===== src/rtl/scm_pkg.sv =====
// Shared sizing and FSM state for the SCM write/read arbiter.
package scm_pkg;
  localparam int SCM_ADDR_WIDTH = 6;
  localparam int SCM_DATA_WIDTH = 64;
  localparam int SCM_NUM_ROWS   = 2**SCM_ADDR_WIDTH;

  typedef enum logic {
    ST_INIT = 1'b0,
    ST_RUN  = 1'b1
  } scm_state_e;
endpackage


===== src/rtl/rr_arb2.sv =====
// Two-way round-robin arbiter; grant is combinational from req_vld, gated by gnt_en.
// The priority pointer only moves to the other requester when a grant is issued.
module rr_arb2 (
  input  logic       clk,
  input  logic       rst_n,
  input  logic       gnt_en,
  input  logic [1:0] req_vld,
  output logic [1:0] cand,
  output logic [1:0] gnt
);
  logic ptr_q, ptr_d;

  always_comb begin
    cand = 2'b00;
    if (req_vld[ptr_q]) begin
      cand[ptr_q] = 1'b1;
    end else if (req_vld[~ptr_q]) begin
      cand[~ptr_q] = 1'b1;
    end
    gnt   = gnt_en ? cand : 2'b00;
    ptr_d = ptr_q;
    // Granting requester 0 hands priority to 1, and vice versa.
    if (|gnt) begin
      ptr_d = gnt[0];
    end
  end

  always_ff @(posedge clk or negedge rst_n) begin
    if (!rst_n) begin
      ptr_q <= 1'b0;
    end else begin
      ptr_q <= ptr_d;
    end
  end
endmodule


===== src/rtl/scm_arb.sv =====
// SCM front end: clears every row after reset, then round-robins two writers and two readers.
// Read data returns one cycle after grant; READY is combinational; a same-address read yields to the write.
module scm_arb
  import scm_pkg::*;
#(
  parameter int ADDR_WIDTH = SCM_ADDR_WIDTH,
  parameter int DATA_WIDTH = SCM_DATA_WIDTH
) (
  input  logic                    CLK,
  input  logic                    RST_N,
  input  logic [1:0]              REQ_WVALID,
  output logic [1:0]              REQ_WREADY,
  input  logic [2*ADDR_WIDTH-1:0] REQ_WADDR,
  input  logic [2*DATA_WIDTH-1:0] REQ_WDATA,
  input  logic [1:0]              REQ_RVALID,
  output logic [1:0]              REQ_RREADY,
  input  logic [2*ADDR_WIDTH-1:0] REQ_RADDR,
  output logic [1:0]              RSP_VALID,
  output logic [DATA_WIDTH-1:0]   RSP_DATA,
  output logic                    SCM_WE,
  output logic                    SCM_RE,
  output logic                    SCM_SE,
  output logic [ADDR_WIDTH-1:0]   SCM_WADDR,
  output logic [ADDR_WIDTH-1:0]   SCM_RADDR,
  output logic [DATA_WIDTH-1:0]   SCM_DIN,
  input  logic [DATA_WIDTH-1:0]   SCM_DOUT,
  output logic                    INIT_DONE
);
  localparam int NUM_ROWS = 2**ADDR_WIDTH;

  scm_state_e              state_q, state_d;
  logic [ADDR_WIDTH-1:0]   init_cnt_q, init_cnt_d;
  logic [1:0]              rsp_vld_q, rsp_vld_d;
  logic                    run;
  logic                    collide;
  logic                    scm_we;
  logic [1:0]              wcand, wgnt, rcand, rgnt;
  logic [ADDR_WIDTH-1:0]   waddr_sel, raddr_sel, scm_waddr;
  logic [DATA_WIDTH-1:0]   wdata_sel, scm_din;

  assign run       = (state_q == ST_RUN);
  assign waddr_sel = wcand[1] ? REQ_WADDR[ADDR_WIDTH +: ADDR_WIDTH] : REQ_WADDR[0 +: ADDR_WIDTH];
  assign wdata_sel = wcand[1] ? REQ_WDATA[DATA_WIDTH +: DATA_WIDTH] : REQ_WDATA[0 +: DATA_WIDTH];
  assign raddr_sel = rcand[1] ? REQ_RADDR[ADDR_WIDTH +: ADDR_WIDTH] : REQ_RADDR[0 +: ADDR_WIDTH];

  // The read is held off (pointer frozen) so its retry sees the freshly written word.
  assign collide = (|wgnt) & (|rcand) & (waddr_sel == raddr_sel);

  rr_arb2 u_wr_arb (
    .clk     (CLK),
    .rst_n   (RST_N),
    .gnt_en  (run),
    .req_vld (REQ_WVALID),
    .cand    (wcand),
    .gnt     (wgnt)
  );

  rr_arb2 u_rd_arb (
    .clk     (CLK),
    .rst_n   (RST_N),
    .gnt_en  (run & ~collide),
    .req_vld (REQ_RVALID),
    .cand    (rcand),
    .gnt     (rgnt)
  );

  always_comb begin
    state_d    = state_q;
    init_cnt_d = init_cnt_q;
    scm_we     = 1'b0;
    scm_waddr  = waddr_sel;
    scm_din    = wdata_sel;
    rsp_vld_d  = rgnt;
    case (state_q)
      ST_INIT: begin
        scm_we     = 1'b1;
        scm_waddr  = init_cnt_q;
        scm_din    = '0;
        init_cnt_d = init_cnt_q + 1'b1;
        if (init_cnt_q == ADDR_WIDTH'(NUM_ROWS - 1)) begin
          state_d = ST_RUN;
        end
      end
      ST_RUN: begin
        scm_we = |wgnt;
      end
      default: begin
        state_d = ST_INIT;
      end
    endcase
  end

  always_ff @(posedge CLK or negedge RST_N) begin
    if (!RST_N) begin
      state_q    <= ST_INIT;
      init_cnt_q <= '0;
      rsp_vld_q  <= 2'b00;
    end else begin
      state_q    <= state_d;
      init_cnt_q <= init_cnt_d;
      rsp_vld_q  <= rsp_vld_d;
    end
  end

  // Reset state is INIT, which would otherwise assert the sweep write while RST_N is low.
  assign SCM_WE     = scm_we & RST_N;
  assign SCM_WADDR  = scm_waddr;
  assign SCM_DIN    = scm_din;
  assign SCM_RE     = |rgnt;
  assign SCM_RADDR  = raddr_sel;
  assign SCM_SE     = 1'b0;
  assign REQ_WREADY = wgnt;
  assign REQ_RREADY = rgnt;
  assign RSP_VALID  = rsp_vld_q;
  assign RSP_DATA   = SCM_DOUT;
  assign INIT_DONE  = run;
endmodule


===== config.mk =====
export PLATFORM = sky130hd
export DESIGN_NAME = scm_arb
export DESIGN_NICKNAME = d
export VERILOG_FILES = /design/src/rtl/scm_pkg.sv /design/src/rtl/rr_arb2.sv /design/src/rtl/scm_arb.sv
export SDC_FILE = /design/constraint.sdc
export NUM_CORES = 1
export LEC_CHECK = 0
export CAP_MARGIN = 20
export CORE_AREA = 2 2 146 148
export CTS_BUF_LIST = sky130_fd_sc_hd__clkbuf_4 sky130_fd_sc_hd__clkbuf_8
export DETAILED_ROUTE_END_ITERATION = 7
export DIE_AREA = 0 0 148 150
export HOLD_SLACK_MARGIN = 0.15
export PLACE_DENSITY = 0.56
export SYNTH_ARGS = -nofsm -noshare
export SYNTH_HDL_FRONTEND = slang
export SYNTH_SLANG_ARGS = --single-unit
export TNS_END_PERCENT = 10

===== constraint.sdc =====
create_clock -name CLK -period 2.26 [get_ports CLK]
set_clock_uncertainty 0.15 [all_clocks]
set_input_delay 0.339 -clock CLK [delete_from_list [all_inputs] [get_ports CLK]]
set_output_delay 0.339 -clock CLK [all_outputs]
set_load 0.01 [all_outputs]

Yosys cells after proc, flatten, opt, wreduce, memory -nomap -nowiden
Cells that the tools add are included.
{"block": "word_totals", "word_cells": 61, "output_inout_bits": 150, "register_bits": 11}
{"block": "op_classes", "n_eq_ne": 2, "muxes": 30, "order_cmp": 8, "n_bitwise": 8, "n_reduce_logical": 7, "addsub": 1}
{"cell": "$mux 64", "count": 2}
{"cell": "$mux 6", "count": 3}
{"cell": "$mux 1", "count": 14}
{"cell": "$mux 2", "count": 6}
{"cell": "$lt 1x2->1 const B", "count": 4}
{"cell": "$add 6x1->6 const B", "count": 1}
{"cell": "$eq 6x6->1", "count": 1}
{"cell": "$eq 6x6->1 const B", "count": 1}
{"cell": "$reduce_or 2->1", "count": 3}
{"cell": "$and 1x1->1", "count": 4}
{"cell": "$demux 1 s1", "count": 4}
{"cell": "$ge 1x1->1 const B", "count": 4}
{"cell": "$logic_and 1x1->1", "count": 4}
{"cell": "$not 1->1", "count": 4}
{"cell": "$pmux 1 s2", "count": 1}

Depth between registers and ports, before layout
Gate-level depths: netlist of the first run.
{"block": "logic_depth", "depth_word": 15, "ltp_mapped": 7}

By module
From an unflattened synthesis of the first run, not the netlist that was laid out.
{"block": "hier_totals", "hier_cells": 289, "area_unflattened_um2": 2476.1}
{"mod": "scm_arb", "instances": 1, "area_each_um2": 2331.0, "cells_per_inst": 273}
{"mod": "rr_arb2", "instances": 2, "area_each_um2": 72.6, "cells_per_inst": 8}

Least setup slack after synthesis of the first run
No wires, ideal clock.
{"block": "synth_path", "kind": "reg-to-output", "from": "register u_wr_arb.ptr_q", "to": "output REQ_RREADY[0]", "slack_ns": -0.213, "t_arrival_ns": 1.984, "stages_incl_launch_ff": 7, "cell_sequence": "dfrtp_1 > nand2b_4 > and3_4 > o211a_1 > or4_4 > o41ai_2 > nor2_1"}
{"block": "synth_via", "elab_chain_cells": 14, "elab_cells_between_ends": 26, "cone_classes": "4 x order compare; 1 x eq/ne; 13 x mux; 5 x bitwise; 3 x reduce/logical"}
{"item": "start, declared", "line_no": "rr_arb2.sv:11", "source": "logic ptr_q, ptr_d;"}
{"item": "start signal, assigned", "line_no": "rr_arb2.sv:32", "source": "ptr_q <= ptr_d;"}
{"item": "$not 1->1", "line_no": "rr_arb2.sv:18", "source": "cand[~ptr_q] = 1'b1;"}
{"item": "$lt 1x2->1 (not written as such) / $ge 1x1->1 (equally long branches)", "line_no": "rr_arb2.sv:18"}
{"item": "$logic_and 1x1->1 (not written as such)", "line_no": "rr_arb2.sv:18"}
{"item": "$mux 1 (not written as such)", "line_no": "rr_arb2.sv:18"}
{"item": "$demux 1 s1"}
{"item": "$mux 2", "line_no": "rr_arb2.sv:17", "source": "end else if (req_vld[~ptr_q]) begin"}
{"item": "$mux 2 *", "line_no": "rr_arb2.sv:15", "source": "if (req_vld[ptr_q]) begin"}
{"item": "$mux 2", "line_no": "rr_arb2.sv:20", "source": "gnt = gnt_en ? cand : 2'b00;"}
{"item": "$reduce_or 2->1", "line_no": "scm_arb.sv:47", "source": "assign collide = (|wgnt) & (|rcand) & (waddr_sel == raddr_sel);"}
{"item": "$and 1x1->1", "line_no": "scm_arb.sv:47"}
{"item": "$and 1x1->1 *", "line_no": "scm_arb.sv:47"}
{"item": "$not 1->1 *", "line_no": "scm_arb.sv:61", "source": ".gnt_en (run & ~collide),"}
{"item": "$and 1x1->1 *", "line_no": "scm_arb.sv:61"}
{"item": "$mux 2 *", "line_no": "rr_arb2.sv:20"}
{"item": "end, declared", "line_no": "scm_arb.sv:16", "source": "output logic [1:0] REQ_RREADY,"}
Mark *: on every way between the ends. The rest lies on a longest branch, timed or not. The select of a mux whose other input is x is not followed.

Worst setup path in the final report of the first run
{"block": "layout_path", "from": "input REQ_WADDR[6]", "to": "output REQ_RREADY[1]"}
{"block": "layout_via", "elab_chain_cells": 6}
{"item": "start, declared", "line_no": "scm_arb.sv:13", "source": "input logic [2*ADDR_WIDTH-1:0] REQ_WADDR,"}
{"item": "$mux 6", "line_no": "scm_arb.sv:42", "source": "assign waddr_sel = wcand[1] ? REQ_WADDR[ADDR_WIDTH +: ADDR_WIDTH] : REQ_WADDR[0 +: ADDR_WIDTH];"}
{"item": "$eq 6x6->1", "line_no": "scm_arb.sv:47"}
{"item": "$and 1x1->1", "line_no": "scm_arb.sv:47"}
{"item": "$not 1->1", "line_no": "scm_arb.sv:61"}
{"item": "$and 1x1->1", "line_no": "scm_arb.sv:61"}
{"item": "$mux 2", "line_no": "rr_arb2.sv:20"}
No other way between the ends.

==> flow_summary.json, run 1 <==
{
  "grt_pass1_wl_mm": 20.5,
  "tritoncts": "yes",
  "via_per_inst": 3.89,
  "syn-instance-count": 400,
  "routedWlPerCell_um": 16.3,
  "ctsHoldBuffers": 0,
  "gp_congestion": 0.846,
  "first_pass_iters": 4,
  "grt_usage": 0.120,
  "route.detailed.drc": 0,
  "critPathRequiredTime_ns": 1.77,
  "power.leakage_uw": 0.00243,
  "nFillCells": 2315,
  "synth_edf_count": 0,
  "status": "finished, violations left",
  "gr-total-overflow": 0,
  "drv_cap": 0,
  "htreeDepth": 1,
  "yosysSeqAreaShare": 0.111,
  "die_w_um": 148,
  "hold_path_class": "input pin to async pin",
  "clk_pin_slew_worst_paths_ns": 0.05,
  "stdcell_area_mm2": 0.00534,
  "drive_gt1_frac": 0.290,
  "async_reset_ff_frac": 1.00,
  "clkLatencyLatePin_ns": 0.23,
  "clock_sinks": 11,
  "io_buffers": 242,
  "start_util": 0.120,
  "period_minus_slack_ns": 2.84,
  "yosysUniqueCellTypes": 38,
  "power_frac_comb": 0.610,
  "instances_no_fill": 899,
  "die-area_mm2": 0.0222,
  "p_int_uw": 743,
  "finalHoldViolations": 0,
  "diodes": 0,
  "grt_pass1_vias": 3385,
  "chipHeight_um": 150,
  "rows": 53,
  "regArea_um2": 277,
  "synth_area_mm2": 0.00248,
  "place_inst": 873,
  "switching_share": 0.286,
  "cts-root-buf": "clkbuf_8",
  "power_density_mw_per_mm2": 195,
  "core_mm2": 0.0207,
  "violations": "negative setup slack",
  "grt_setup_unrepaired": "true",
  "fin_ws_ns": -0.579,
  "synth_warnings": 0,
  "numCtsBuffers": 3,
  "synth.largest_area_cell": "a21boi_0",
  "via_count": 3493,
  "startpoint_type": "input pin",
  "arrival_ns": 2.35,
  "pwr-share-seq": 0.189,
  "grt_max_degree": 58,
  "wirelength_mm": 14.7,
  "synth-main-ff-cell": "dfrtp_1",
  "whs_ns": 0.306,
  "fmax_mhz": 352,
  "crit_type": "input pin to output pin",
  "drt_iter0_markers": 101,
  "drv_slew": 0,
  "antenna_left": 0,
  "ctsLongestPathBuffers": 2,
  "layout_common_cells": "clkdlybuf4s50_1 (159), nand2_1 (131), buf_2 (62), a21boi_1 (56), buf_4 (43)",
  "path_max_fanout": 3,
  "ios": 372,
  "antenna_found_initial": 0,
  "synth.avg_cell_area_um2": 6.20,
  "areaGrowthSynthToFinish_pct": 115,
  "placed_cell_area_mm2": 0.00512,
  "synth_seq_cells": 11,
  "dp_hpwl_mm": 11.3,
  "synth_area_leaders": "a21boi_0 (21%), nand2_1 (21%), buf_4 (20%)",
  "multi_input_area_mm2": 0.00176,
  "synth_nets": 623,
  "clock_power_share": 0.200,
  "layout_commonest_cell": "clkdlybuf4s50_1",
  "finalSetupViolCount": 51,
  "p_switching_uw": 299,
  "end_kind": "output pin",
  "final_net_count": 848,
  "synth.top_cell.area_share": 0.215,
  "vdd_drop_max_v": 0.000207,
  "timing.final.crit_share": 1.26
}
## path summary, 6_finish.rpt
check | end | cells after the start | startpoint | slack, ns
min in group CLK | init_cnt_q[4]$_DFFE_PN0N_ | 1 | init_cnt_q[4]$_DFFE_PN0N_ | 0.36
min reg2reg | init_cnt_q[4]$_DFFE_PN0N_ | 1 | init_cnt_q[4]$_DFFE_PN0N_ | 0.36
min | u_wr_arb.ptr_q$_DFFE_PN0P_ | 2 | RST_N | 0.31
max in group asynchronous | INIT_DONE$_DFF_PN0_ | 2 | RST_N | 1.49
max reg2reg | u_rd_arb.ptr_q$_DFFE_PN0P_ | 9 | u_rd_arb.ptr_q$_DFFE_PN0P_ | -0.17
max | REQ_RREADY[1] | 9 | REQ_WADDR[6] | -0.58
## registers in the layout (all words and copies together) (netlist names)
name            flops
u_rd_arb.ptr_q      1
RSP_VALID           2
u_wr_arb.ptr_q      1
init_cnt_q          6
INIT_DONE           1
## Yosys cell counts, drive strengths merged (2+ instances only)
| master | number |
|---|---|
| clkbuf | 24 |
| nand2b | 3 |
| buf | 67 |
| nor2 | 8 |
| a211o | 4 |
| nand3 | 9 |
| xnor2 | 4 |
| dfrtp | 11 |
| and2 | 2 |
| o211ai | 5 |
| o211a | 2 |
| inv | 7 |
| a21oi | 3 |
| and3 | 7 |
| a211oi | 2 |
| nand4 | 2 |
| a21boi | 71 |
| nand2 | 138 |
| o21ai | 17 |
## logic make-up (layout without fill, tap and decap cells)
group / after synthesis / after routing / synth area share
adder cells (fa/ha/maj): 1 / 1 / 0.00504
AO/OA/AOI/OAI: 108 / 108 / 0.314
other: 1 / 1 / 0.00151
multiplexers: 1 / 1 / 0.00454
buffers and inverters: 98 / 321 / 0.247
flip-flops: 11 / 11 / 0.111
XOR/XNOR: 5 / 5 / 0.0176
AND/OR/NAND/NOR: 175 / 176 / 0.300
## power by group through the flow
stage	clock, uW	combinational, uW	sequential, uW
final	209	636	197
after floorplan	0	259	201
after CTS	215	611	197
after detailed placement	0	540	201
after global placement	0	540	201
after global routing	223	685	197
## routing by layer
layer  routed length (um)  track usage  vias up
li1                     -            -     1713
met1                 5630        0.136     1558
met2                 6980        0.212      204
met3                 1800       0.0463       16
met4                  216       0.0252        2
met5                   36       0.0114        -
## worst max-delay path, cell delays in order
cell and delay [ns]:
clkdlybuf4s50_1 0.43, and3_4 0.20, o211a_1 0.20, or4_4 0.53, o41ai_4 0.20, buf_4 0.16
buf_6 0.11, nor3_4 0.04, buf_2 0.13
## layout make-up
cell class / count / share of cell area
Timing Repair Buffer: 310 / 0.539
Tap cell: 275 / 0.0644
Inverter: 7 / 0.00492
Sequential cell: 11 / 0.0518
Clock buffer: 4 / 0.00914
Multi-Input combinational cell: 292 / 0.330
## stage by stage
step           setup WS, ns  utilization  total power (uW)  setup TNS [ns]
3_5_place_dp          -1.10        0.247               740          -58.57
4_1_cts              -0.580        0.253              1020           -6.65
3_3_place_gp          -1.06        0.247               740          -57.66
6_report             -0.579        0.258              1040           -5.30
2_1_floorplan       -0.0361            -               460         -0.0557
5_1_grt              -0.662        0.258              1100          -11.17
## repair_timing
action / CTS / global route
buffers inserted: 9 / 7
resized for setup: 374 / 59
pin swaps: 7 / 29
cloned: 5 / 1
endpoints found under the hold margin: 0 / 0
endpoints found under the setup margin: 82 / 78
Note: power is estimated with default switching activity, not from simulation.
==> inputs of run 2 (changes only) <==
==> constraint.sdc (replaced) <==
create_clock -name CLK -period 2.26 [get_ports CLK]
set_clock_uncertainty 0.15 [all_clocks]
set_input_delay 0.678 -clock CLK [delete_from_list [all_inputs] [get_ports CLK]]
set_output_delay 0.678 -clock CLK [all_outputs]
set_load 0.01 [all_outputs]
==> flow_summary.json, run 2 (synthesis results as in run 1) <==
{
  "drv_cap": 0,
  "place_inst": 883,
  "ios": 372,
  "areaGrowthSynthToFinish_pct": 121,
  "core_mm2": 0.0207,
  "cpMaxStageDelayCell": "or4_4",
  "arrival_ns": 2.48,
  "period_minus_slack_ns": 3.30,
  "tritoncts": "yes",
  "ctsHoldBuffers": 0,
  "path_max_fanout": 5,
  "status": "finished, violations left",
  "start_util": 0.120,
  "chipHeight_um": 150,
  "htreeDepth": 1,
  "io_buffers": 242,
  "first_pass_iters": 4,
  "end_kind": "output pin",
  "ctsLongestPathBuffers": 2,
  "cp_top_family": "simple AND/OR/NAND/NOR gates",
  "slowest_delay_ns": 0.54,
  "layout_commonest_cell": "clkdlybuf4s50_1",
  "hold_path_class": "flip-flop to flip-flop",
  "nFillCells": 2314,
  "rows": 53,
  "via_count": 3512,
  "instances_no_fill": 903,
  "routedWlPerCell_um": 16.4,
  "crit_chain": "buf_8 > nand2b_4 > buf_6 > and3_4 > a211oi_2 > or4_4 > o41ai_4 > buf_4 > buf_6 > nor3_4 > buf_2",
  "die-area_mm2": 0.0222,
  "grt_pass1_vias": 3525,
  "drive_gt1_frac": 0.365,
  "startpoint_type": "input pin",
  "multi_input_area_mm2": 0.00192,
  "final_net_count": 852,
  "critPathRequiredTime_ns": 1.43,
  "numCtsBuffers": 3,
  "layout_common_cells": "clkdlybuf4s50_1 (133), nand2_1 (129), buf_2 (68), buf_4 (51), a21boi_1 (48)",
  "grt_setup_unrepaired": "true",
  "grt_pass1_wl_mm": 20.9,
  "diodes": 0,
  "cts-root-buf": "clkbuf_8",
  "finalHoldViolations": 0,
  "violations": "negative setup slack",
  "clock_sinks": 11,
  "clkLatencyLatePin_ns": 0.23,
  "grt_usage": 0.121,
  "route.detailed.drc": 0,
  "clk_pin_slew_worst_paths_ns": 0.05,
  "antenna_found_initial": 0,
  "drv_slew": 0,
  "cp.buffers_inverters": 5,
  "gp_congestion": 0.795,
  "power_density_mw_per_mm2": 192,
  "dp_hpwl_mm": 11.6,
  "wirelength_mm": 14.8,
  "crit_top_cell": "buf_6",
  "via_per_inst": 3.89,
  "fmax_mhz": 303,
  "power.leakage_uw": 0.00252,
  "gr-total-overflow": 0,
  "regArea_um2": 277,
  "grt_max_degree": 40,
  "vdd_drop_max_v": 0.000334,
  "antenna_left": 0,
  "crit_type": "input pin to output pin",
  "top_register": "init_cnt_q",
  "fin_ws_ns": -1.04,
  "largest_reg_flops": 6,
  "die_w_um": 148,
  "timing.final.crit_share": 1.46,
  "drt_iter0_markers": 66,
  "whs_ns": 0.351,
  "finalSetupViolCount": 82
}
[run 2: final timing paths]
path                                            start                          to  slack, ns  cells after the start
min in group asynchronous                       RST_N   init_cnt_q[5]$_DFFE_PN0N_       0.37                      2
hold reg to reg             init_cnt_q[4]$_DFFE_PN0N_   init_cnt_q[4]$_DFFE_PN0N_       0.35                      1
hold / removal              init_cnt_q[4]$_DFFE_PN0N_   init_cnt_q[4]$_DFFE_PN0N_       0.35                      1
max in group asynchronous                       RST_N         INIT_DONE$_DFF_PN0_       1.42                      2
setup reg to reg           u_wr_arb.ptr_q$_DFFE_PN0P_  u_rd_arb.ptr_q$_DFFE_PN0P_      -0.22                      7
setup / recovery                        REQ_WVALID[0]               REQ_RREADY[1]      -1.04                     11
[run 2: per-stage QoR]
stage / util / worst slack, ns / instance area [um2] / setup TNS, ns / power (uW)
floorplan: - / -0.628 / 2570 / -21.51 / 470
global placement: 0.254 / -1.72 / 5250 / -105.76 / 751
detailed placement: 0.254 / -1.78 / 5250 / -105.80 / 753
CTS: 0.256 / -1.07 / 5310 / -32.49 / 1030
global route: 0.265 / -1.10 / 5470 / -37.71 / 1110
finish: 0.265 / -1.04 / 5470 / -31.71 / 1050
[run 2: repair_timing]
action | CTS | global route
gates cloned | 1 | 0
buffers inserted | 13 | 5
setup endpoints to repair | 86 | 85
resized for setup | 498 | 60
pin swaps | 20 | 15
[run 2: power by group]
| part | total [uW] | internal [uW] | switching [uW] |
|---|---|---|---|
| Sequential | 197 | 197 | 0 |
| Clock | 210 | 136 | 74.0 |
| Combinational | 642 | 404 | 238 |
[run 2: metal layers]
metal / share of wire / GRT usage / vias to the layer above / wire, um
met5: 0 / 0.00682 / - / 0
met1: 0.36 / 0.129 / 1571 / 5290
li1: - / - / 1717 / -
met3: 0.13 / 0.0558 / 22 / 1930
met2: 0.49 / 0.213 / 202 / 7230
met4: 0.024 / 0.0333 / 0 / 353
[run 2: cell type report]
type / instances / share of cell area
Multi-Input combinational cell: 291 / 0.351
Inverter: 7 / 0.00571
Clock buffer: 4 / 0.00891
Timing Repair Buffer: 315 / 0.521
Tap cell: 275 / 0.0629
Sequential cell: 11 / 0.0505
==> inputs of run 3 (changes only) <==
- ABC_AREA: default -> 1
- CORE_AREA: 2 2 146 148 -> 2 2 145 147
- DIE_AREA: 0 0 148 150 -> 0 0 147 149
- GPL_TIMING_DRIVEN: default -> 0
- PLACE_DENSITY: 0.56 -> 0.57
==> flow_summary.json, run 3 <==
{
  "antenna_found_initial": 0,
  "synth_area_leaders": "nor2_1 (21%), buf_4 (20%), o21ai_0 (15%)",
  "route.met2.wl_mm": 7.42,
  "final_net_count": 1020,
  "diodes": 0,
  "gp_congestion": 0.788,
  "areaGrowthSynthToFinish_pct": 159,
  "synth_nets": 682,
  "chipHeight_um": 149,
  "synthAdderAreaFrac": 0.00511,
  "grt_setup_unrepaired": "true",
  "grt_pass1_wl_mm": 21.1,
  "clk_pin_slew_worst_paths_ns": 0.05,
  "hold_path_class": "input pin to async pin",
  "crit_type": "input pin to output pin",
  "drv_slew": 0,
  "async_reset_ff_frac": 1.00,
  "grt_pass1_vias": 3779,
  "gr-total-overflow": 0,
  "route.detailed.drc": 0,
  "wl_met1_mm": 6.12,
  "clkLatencyLatePin_ns": 0.24,
  "drive_gt1_frac": 0.334,
  "arrival_ns": 1.93,
  "synth_xor_area_frac": 0.0179,
  "die_w_um": 147,
  "routedWlPerCell_um": 14.2,
  "cts-root-buf": "clkbuf_8",
  "end_kind": "output pin",
  "antenna_left": 0,
  "largest_reg_flops": 6,
  "clock_sinks": 11,
  "instances_no_fill": 1071,
  "layout_commonest_cell": "clkdlybuf4s50_1",
  "synth.largest_area_cell": "nor2_1",
  "top_layer_used": "met4",
  "grt_usage": 0.123,
  "synth_compound_area_frac": 0.162,
  "ctsLongestPathBuffers": 2,
  "critPathRequiredTime_ns": 1.43,
  "yosysSeqAreaShare": 0.112,
  "tritoncts": "yes",
  "yosysUniqueCellTypes": 23,
  "top_register": "init_cnt_q",
  "fmax_mhz": 363,
  "synth_seq_cells": 11,
  "synth_edf_count": 0,
  "violations": "negative setup slack",
  "die-area_mm2": 0.0219,
  "synth_commonest_cells": "nor2_1 (135), nand2_1 (75), o21ai_0 (75)",
  "wirelength_mm": 15.2,
  "timing.final.crit_share": 1.22,
  "via_per_inst": 3.82,
  "io_buffers": 306,
  "drt_iter0_markers": 149,
  "ios": 372,
  "finalHoldViolations": 0,
  "synth.avg_cell_area_um2": 5.33,
  "place_inst": 1040,
  "synth_area_mm2": 0.00245,
  "drv_cap": 0,
  "dp_hpwl_mm": 12.0,
  "wl_met3_mm": 1.31,
  "grt_max_degree": 13,
  "via_count": 4091,
  "vdd_drop_max_v": 0.000151,
  "synth.top_cell.area_share": 0.207,
  "nFillCells": 2288,
  "core_mm2": 0.0206,
  "power.leakage_uw": 0.00312,
  "start_util": 0.119,
  "period_minus_slack_ns": 2.76,
  "final_util": 0.309,
  "path_max_fanout": 4,
  "synth-main-ff-cell": "dfrtp_1",
  "finalSetupViolCount": 77,
  "synth_most_common_cell": "nor2_1",
  "numCtsBuffers": 3,
  "fin_ws_ns": -0.496,
  "synth_top_family_by_area": "simple AND/OR/NAND/NOR gates",
  "startpoint_type": "input pin",
  "syn-instance-count": 459,
  "layout_common_cells": "clkdlybuf4s50_1 (195), nor2_1 (131), buf_4 (84), buf_2 (63), nand2_1 (52)",
  "synth-simple-area-share": 0.404,
  "status": "finished, violations left",
  "power_density_mw_per_mm2": 197,
  "first_pass_iters": 4,
  "synth_warnings": 0,
  "rows": 53,
  "ctsHoldBuffers": 0,
  "synthMuxAreaShare": 0,
  "htreeDepth": 1
}
-- run 3: cell count changes in the layout (fill, tap and decap cells not counted), sizes merged, moves of 13 or more --
cell	previous run	this run
dlygate4sd2	11	24
a21boi	71	0
buf	155	179
o21ai	17	77
nor2	8	135
clkbuf	6	20
clkdlybuf4s50	133	195
inv	7	27
nand2	138	78
nand3	9	23
-- run 3: metal layers --
layer | track usage | up-vias
met5 | 0 | -
met1 | 0.155 | 1805
met2 | 0.218 | 216
li1 | - | 2053
met3 | 0.0254 | 17
met4 | 0.0216 | 0
-- run 3: final timing paths --
path	cells after the start	slack, ns	end	start
min in group CLK	2	0.35	u_rd_arb.ptr_q$_DFFE_PN0P_	u_rd_arb.ptr_q$_DFFE_PN0P_
worst max register to register	11	0.49	u_rd_arb.ptr_q$_DFFE_PN0P_	u_wr_arb.ptr_q$_DFFE_PN0P_
worst max-delay path	14	-0.50	REQ_RREADY[0]	REQ_WVALID[0]
max in group asynchronous	1	1.45	u_wr_arb.ptr_q$_DFFE_PN0P_	RST_N
worst min register to register	2	0.35	u_rd_arb.ptr_q$_DFFE_PN0P_	u_rd_arb.ptr_q$_DFFE_PN0P_
worst min-delay path	1	0.26	INIT_DONE$_DFF_PN0_	RST_N
-- run 3: through the flow --
step	power [uW]	cell area [um2]	hold WS [ns]	setup TNS [ns]	setup slack [ns]
floorplan	460	2520	0.232	-3.54	-0.136
global placement	924	5930	0.339	-119.04	-1.67
detailed placement	927	5930	0.349	-119.35	-1.69
CTS	1220	6220	0.269	-27.97	-0.496
global route	1330	6350	0.281	-28.60	-0.558
finish	1250	6350	0.259	-23.16	-0.496
-- run 3: logic make-up (layout without fill, tap and decap cells) --
logic type | Yosys count | after routing
AND/OR/NAND/NOR | 243 | 243
other | 1 | 1
XOR/XNOR | 5 | 5
buffers and inverters | 120 | 457
adder cells (fa/ha/maj) | 1 | 1
flip-flops | 11 | 11
AO/OA/AOI/OAI | 78 | 78
-- run 3: repair_timing --
action,in CTS,in global routing
endpoints found under the setup margin,86,81
setup buffers,15,5
pin swaps,37,34
resized for setup,406,120
cloned,6,1
-- run 3: layout make-up --
type / instances / area [um2] / area share
inverters: 27 / 114 / 0.0179
clock buffers: 4 / 48.8 / 0.00768
well taps: 275 / 344 / 0.0542
multi-input cells: 328 / 1680 / 0.264
plain buffers: 93 / 833 / 0.131
repair buffers: 333 / 3060 / 0.481
flip-flops and latches: 11 / 277 / 0.0435
-- run 3: worst max-delay path: stages --
cell and delay [ns]:
buf_12 0.09, inv_12 0.04, nand2_8 0.07, nand2_8 0.07
buf_6 0.12, nand2_4 0.07, nand2_2 0.06, nand2_1 0.08
nand3_2 0.07, nor2_2 0.13, nand3_2 0.12, nand4_1 0.14
inv_2 0.06, buf_6 0.12
-- run 3: power breakdown --
part / internal [uW] / switching [uW] / total (uW) / leakage [uW]
Sequential: 197 / 0 / 197 / 0.000138
Combinational: 547 / 297 / 844 / 0.00296
Clock: 136 / 72.5 / 208 / 0.0000262
Total: 880 / 370 / 1250 / 0.00312
==> edit 1: new RTL, settings of run 3 <==
Change the package constant `SCM_ADDR_WIDTH` from 6 to 7.
--- a/src/rtl/scm_pkg.sv
+++ b/src/rtl/scm_pkg.sv
@@ -1,6 +1,6 @@
 // Shared sizing and FSM state for the SCM write/read arbiter.
 package scm_pkg;
-  localparam int SCM_ADDR_WIDTH = 6;
+  localparam int SCM_ADDR_WIDTH = 7;
   localparam int SCM_DATA_WIDTH = 64;
   localparam int SCM_NUM_ROWS   = 2**SCM_ADDR_WIDTH;
 
Interface: changed (resized REQ_RADDR, REQ_WADDR, SCM_RADDR and SCM_WADDR); port bits go from 372 to 378. No check against the original RTL was run, so the function may have changed too.
==> edit 1 against run 3 <==
The run still ends with setup timing left; first-iteration DRC count decreased by 40%; routed wire length increased by 6.3%; die area unchanged; total power decreased by 1.8%; synthesized area increased by 5.2%; sequential cell count increased by 1; cell area increased by 2.6%; setup slack got worse by 0.090 ns.
==> edit 1: results (changes against run 3) <==
- Inserted Clock Buffers: 3 (unchanged)
- Number of port buffers: 312 (+2.0%)
- Number of distinct library cell variants in the gate-level netlist after synthesis: 20 (-13%)
- Global-route usage over all layers: 0.135 (+0.0128)
- Number of global-route vias before repair: 4,051 (+7.2%)
- Synthesized netlist net count: 714 (+4.7%)
- Detail Placement HPWL: 13,500 um (+12%)
- Post-layout nets: 1,059 (+3.8%)
- Slew @ Worst Pin: 0.526 ns
- Filler cells: 2,263 (-1.1%)
- First-pass GRT wire length: 23,100 um (+9.6%)
- Met3 track utilization from global routing: 0.0303 (+0.00489)
- Power density of the placed cells: 188 nW/um^2 (-4.3%)
- Primary flip-flop cell chosen by synthesis mapping: sky130_fd_sc_hd__dfrtp_1
- Worst hold slack: 0.275 ns (+0.0153 ns)
- Buffer depth of the longest clock path: 2 (unchanged)
- Async set-or-reset flop fraction in the synthesized netlist: 1.00 (unchanged)
- Hold crit path type: in2async
- Clock Tree Root: sky130_fd_sc_hd__clkbuf_8
- Share of cells above drive strength 1: 0.325 (-0.00887)
- Number of placement rows: 53 (unchanged)
- Drt total wl: 16,100 um (+6.3%)
- Finish-stage setup viols: 76 (-1.3%)
- GR Layer Usage met2: 0.245 (+0.0270)
- DRT Pass-1 Iters: 4 (unchanged)
- Largest cells by area after synthesis: sky130_fd_sc_hd__buf_4, sky130_fd_sc_hd__nor2_1, sky130_fd_sc_hd__o21ai_0
- Skew-Pair Late Insertion Delay: 0.24 ns (about the same)
- Worst reg2reg setup slack: 0.39 ns (-0.10 ns)
- Iteration-0 DRC Markers: 90 (-40%)
- Worst slack after detailed placement: -1.88 ns (-0.191 ns)
- Post-CTS clock slew at the launch and capture registers of the worst setup and hold paths: 0.05 ns (about the same)
- Pin count of the biggest net entering global routing: 14 (+1)
- Standby leakage power: 3.18 nW (+2.0%)
- Result of the run: finished, violations left
- Top post-synthesis cells by count: sky130_fd_sc_hd__nor2_1, sky130_fd_sc_hd__nand2_1, sky130_fd_sc_hd__o21ai_0
- Flip-flop count of the largest register after layout: 7 (+1)
- Worst-path fanout max: 10 (+6)
- Worst Setup Slack, final: -0.585 ns (-0.0896 ns)
- Overall via count from detail_route: 4,181 (+2.2%)
- Maximum resistive drop on vdd: 0.000139 V (-7.7%)
- Portion of the post-synthesis area used by sequential elements: 0.117 (+0.00414)
- Post-detailed-placement cell area: 6140 um^2 (+3.5%)
- Most flop-heavy register: init_cnt_q
- Met1 track demand over resource in global routing: 0.170 (+0.0150)
- YS warnings: 0 (unchanged)
- Antenna violations before repair: 0 (unchanged)
- Violations in the final reports: setup timing
- GP Congestion: 0.838 (+6.4%)
- Count of H-tree levels built during CTS: 1 (unchanged)
-- edit 1: cell count changes after synthesis, sizes merged, moves of 2 or more --
cell	before	now
clkbuf	11	20
o21ai	77	75
nand2	78	98
nand3	23	21
buf	82	74
inv	27	35
nand3b	6	8
nor2	135	133
-- edit 1: per-layer routing --
metal | wire length [um] | vias to the layer above
met5 | 0 | -
met3 | 1300 | 8
met2 | 8240 | 188
met1 | 6480 | 1843
met4 | 108 | 0
li1 | - | 2142
-- edit 1: path summary, 6_finish.rpt --
path,start,end,cells after the start
worst max-delay path,REQ_WVALID[1],SCM_RE,14
worst min register to register,init_cnt_q[0],init_cnt_q[0],1
max in group asynchronous,RST_N,INIT_DONE,1
worst min-delay path,RST_N,RSP_VALID[0],1
min in group CLK,init_cnt_q[0],init_cnt_q[0],1
worst max register to register,u_wr_arb.ptr_q,u_rd_arb.ptr_q,12
-- edit 1: critical path, stage by stage --
cell and delay [ns]:
sky130_fd_sc_hd__buf_8 0.12, sky130_fd_sc_hd__nand2_8 0.08, sky130_fd_sc_hd__buf_6 0.14, sky130_fd_sc_hd__nand3b_1 0.13, sky130_fd_sc_hd__nand2_4 0.12, sky130_fd_sc_hd__nand2_1 0.05
sky130_fd_sc_hd__nand2_1 0.05, sky130_fd_sc_hd__nand2_1 0.05, sky130_fd_sc_hd__nor2_1 0.09, sky130_fd_sc_hd__nand2_1 0.09, sky130_fd_sc_hd__nand4_1 0.11, sky130_fd_sc_hd__buf_4 0.14
sky130_fd_sc_hd__nand2_2 0.04, sky130_fd_sc_hd__buf_6 0.11
-- edit 1: logic make-up after synthesis --
kind of cell	count (synthesis)	share of synthesized area
simple gates	263	0.414
buf+inv	129	0.297
compound gates	75	0.146
flops	12	0.117
xor+xnor	6	0.0204
fa+ha+maj	1	0.00486
other cells	1	0.00146
-- edit 1: timing repair --
action	in CTS	in global routing
endpoints found under the setup margin	87	81
endpoints found under the hold margin	0	0
setup buffers	16	7
pin swaps	45	21
cloned	3	2
resized for setup	443	64
-- edit 1: final cells by class --
cell class              instances  area share
plain buffers                  94       0.124
inverters                      35      0.0227
well taps                     275      0.0528
repair buffers                340       0.481
diodes                          1    0.000384
clock buffers                   3     0.00634
flip-flops and latches         12      0.0463
multi-input cells             346       0.267
-- edit 1: per-stage QoR --
stage | TNS (ns) | instances
after floorplan | -7.74 | 487
after global placement | -132.97 | 1074
after detailed placement | -131.62 | 1074
after CTS | -29.70 | 1096
after global routing | -31.07 | 1105
final | -25.62 | 1106
-- edit 1: power by group --
group / internal, mW / leakage, nW / switching (mW)
sequential: 0.215 / 0.152 / 0
combinational: 0.529 / 3.01 / 0.288
clock: 0.117 / 0.0216 / 0.0770
==> edit 2: new RTL, settings of run 3 <==
Made on the original files. Make the reset (`RST_N` and `rst_n`) synchronous in 2 clocked blocks.
--- a/src/rtl/rr_arb2.sv
+++ b/src/rtl/rr_arb2.sv
@@ -25,7 +25,7 @@
     end
   end
 
-  always_ff @(posedge clk or negedge rst_n) begin
+  always_ff @(posedge clk) begin
     if (!rst_n) begin
       ptr_q <= 1'b0;
     end else begin
--- a/src/rtl/scm_arb.sv
+++ b/src/rtl/scm_arb.sv
@@ -90,7 +90,7 @@
     endcase
   end
 
-  always_ff @(posedge CLK or negedge RST_N) begin
+  always_ff @(posedge CLK) begin
     if (!RST_N) begin
       state_q    <= ST_INIT;
       init_cnt_q <= '0;
Function: differs if RST_N is asserted again (counterexample within 4 cycles, from zero or initial values and one cycle with RST_N low); with RST_N held inactive, the same outputs for 10 cycles.
==> edit 2 against run 3 <==
The flow still finishes with violations (setup timing); die area is the same; sequential power rose by 4%; via count decreased by 0.86%; total power rose by 2.7%; sequential cell count unchanged; routed wire length down 1.2%; global-route usage increased by 0.12 points; synthesized area hardly changed; setup slack better by 0.020 ns; cell area fell by 0.73%; count of clock-buffer cells in the layout unchanged; critical path type unchanged; critical endpoint is now SCM_DIN[45]; highest routed layer unchanged.
==> edit 2: results (changes against run 3) <==
- Result of the run: finished, violations left
- Violations in the final reports: setup timing
- # Post-CTS Setup Buffers: 19 (+4)
- Worst reg2reg setup slack: 0.38 ns (-0.11 ns)
- Number of port buffers: 305 (-0.33%)
- Detail Placement HPWL: 12,200 um (+1.8%)
- Library cell contributing the largest single delay on the critical path: sky130_fd_sc_hd__clkdlybuf4s15_2
- Worst hold slack: 0.345 ns (+0.0854 ns)
- Post-detailed-placement cell area: 5910 um^2 (-0.40%)
- Worst slack after detailed placement: -1.99 ns (-0.302 ns)
- Adder-cell share of the synthesized area: 0.00511 (about the same)
- Post-CTS resize count: 452 (+11%)
- Family with the most delay on the worst path: buffers and inverters
- Worst-path fanout max: 10 (+6)
- First-pass GRT wire length: 21,500 um (+2.1%)
- Synthesized netlist net count: 686 (+0.59%)
- Antenna violations before repair: 1 (+1)
- Switching Fraction: 0.304 (+0.00782)
- Pin count of the biggest net entering global routing: 11 (-2)
- Finish-stage setup viols: 77 (unchanged)
- Data arrival time at the worst-slack endpoint: 1.91 ns (-0.02 ns)
- Origin of the critical flop-to-flop path: u_wr_arb.ptr_q
- GP Congestion: 0.804 (+2.0%)
- Comb pwr: 876 uW (+3.8%)
- Async set-or-reset flop fraction in the synthesized netlist: 0 (-1.00)
- Power density of the placed cells: 204 nW/um^2 (+3.5%)
- R2r worst-path depth: 13 (+2)
- Worst Setup Slack, final: -0.476 ns (+0.0201 ns)
- Number of distinct library cell variants in the gate-level netlist after synthesis: 26 (+13%)
- Endpoint of the most critical register-to-register path: u_rd_arb.ptr_q
- Finished Layout Cells: 1,075 (+0.37%)
- Iteration-0 DRC Markers: 114 (-23%)
- Fraction of the mapped netlist area in compound gates: 0.187 (+0.0246)
edit 2: cell types whose count changed after synthesis, moves of 6 or more:
cell | run 3 | this run
sky130_fd_sc_hd__nand3_1 | 22 | 11
sky130_fd_sc_hd__dfxtp_1 | 0 | 11
sky130_fd_sc_hd__a21oi_1 | 0 | 8
sky130_fd_sc_hd__dfrtp_1 | 11 | 0
sky130_fd_sc_hd__nand2_1 | 75 | 64
sky130_fd_sc_hd__nand2_2 | 1 | 7
edit 2: cell families (layout without fill, tap and decap cells):
| logic type | count (synthesis) | in the layout |
|---|---|---|
| simple gates | 239 | 240 |
| other cells | 1 | 2 |
| flops | 11 | 11 |
| compound gates | 87 | 87 |
| fa+ha+maj | 1 | 1 |
| buf+inv | 124 | 459 |
edit 2: how the worst max path moves through the flow:
| stage | startpoint | to | cells past startpoint |
|---|---|---|---|
| global route | REQ_WVALID[0] | SCM_RE | 14 |
| floorplan | REQ_WVALID[0] | SCM_RE | 12 |
| finish | REQ_WVALID[0] | SCM_DIN[45] | 10 |
| detailed placement | REQ_WVALID[0] | SCM_DIN[30] | 8 |
| CTS | REQ_WVALID[0] | SCM_RE | 15 |
| global placement | REQ_WVALID[0] | SCM_DIN[30] | 8 |
edit 2: final cells by class:
type	count	area, um^2
fillers	2306	14300
repair buffers	331	3040
multi-input cells	329	1750
plain buffers	91	764
well taps	275	344
flip-flops and latches	11	220
inverters	33	136
clock buffers	4	48.8
diodes	1	2.50
edit 2: per-layer routing:
layer	global-route usage	share of wire
met3	0.0297	0.084
met4	0.00769	0.0034
met5	0	0
met1	0.145	0.39
met2	0.238	0.52
edit 2: worst min-delay path: stages, from the launching register on:
cell	delay [ns]
sky130_fd_sc_hd__dfxtp_1	0.32
sky130_fd_sc_hd__inv_1	0.07
sky130_fd_sc_hd__a21oi_1	0.06
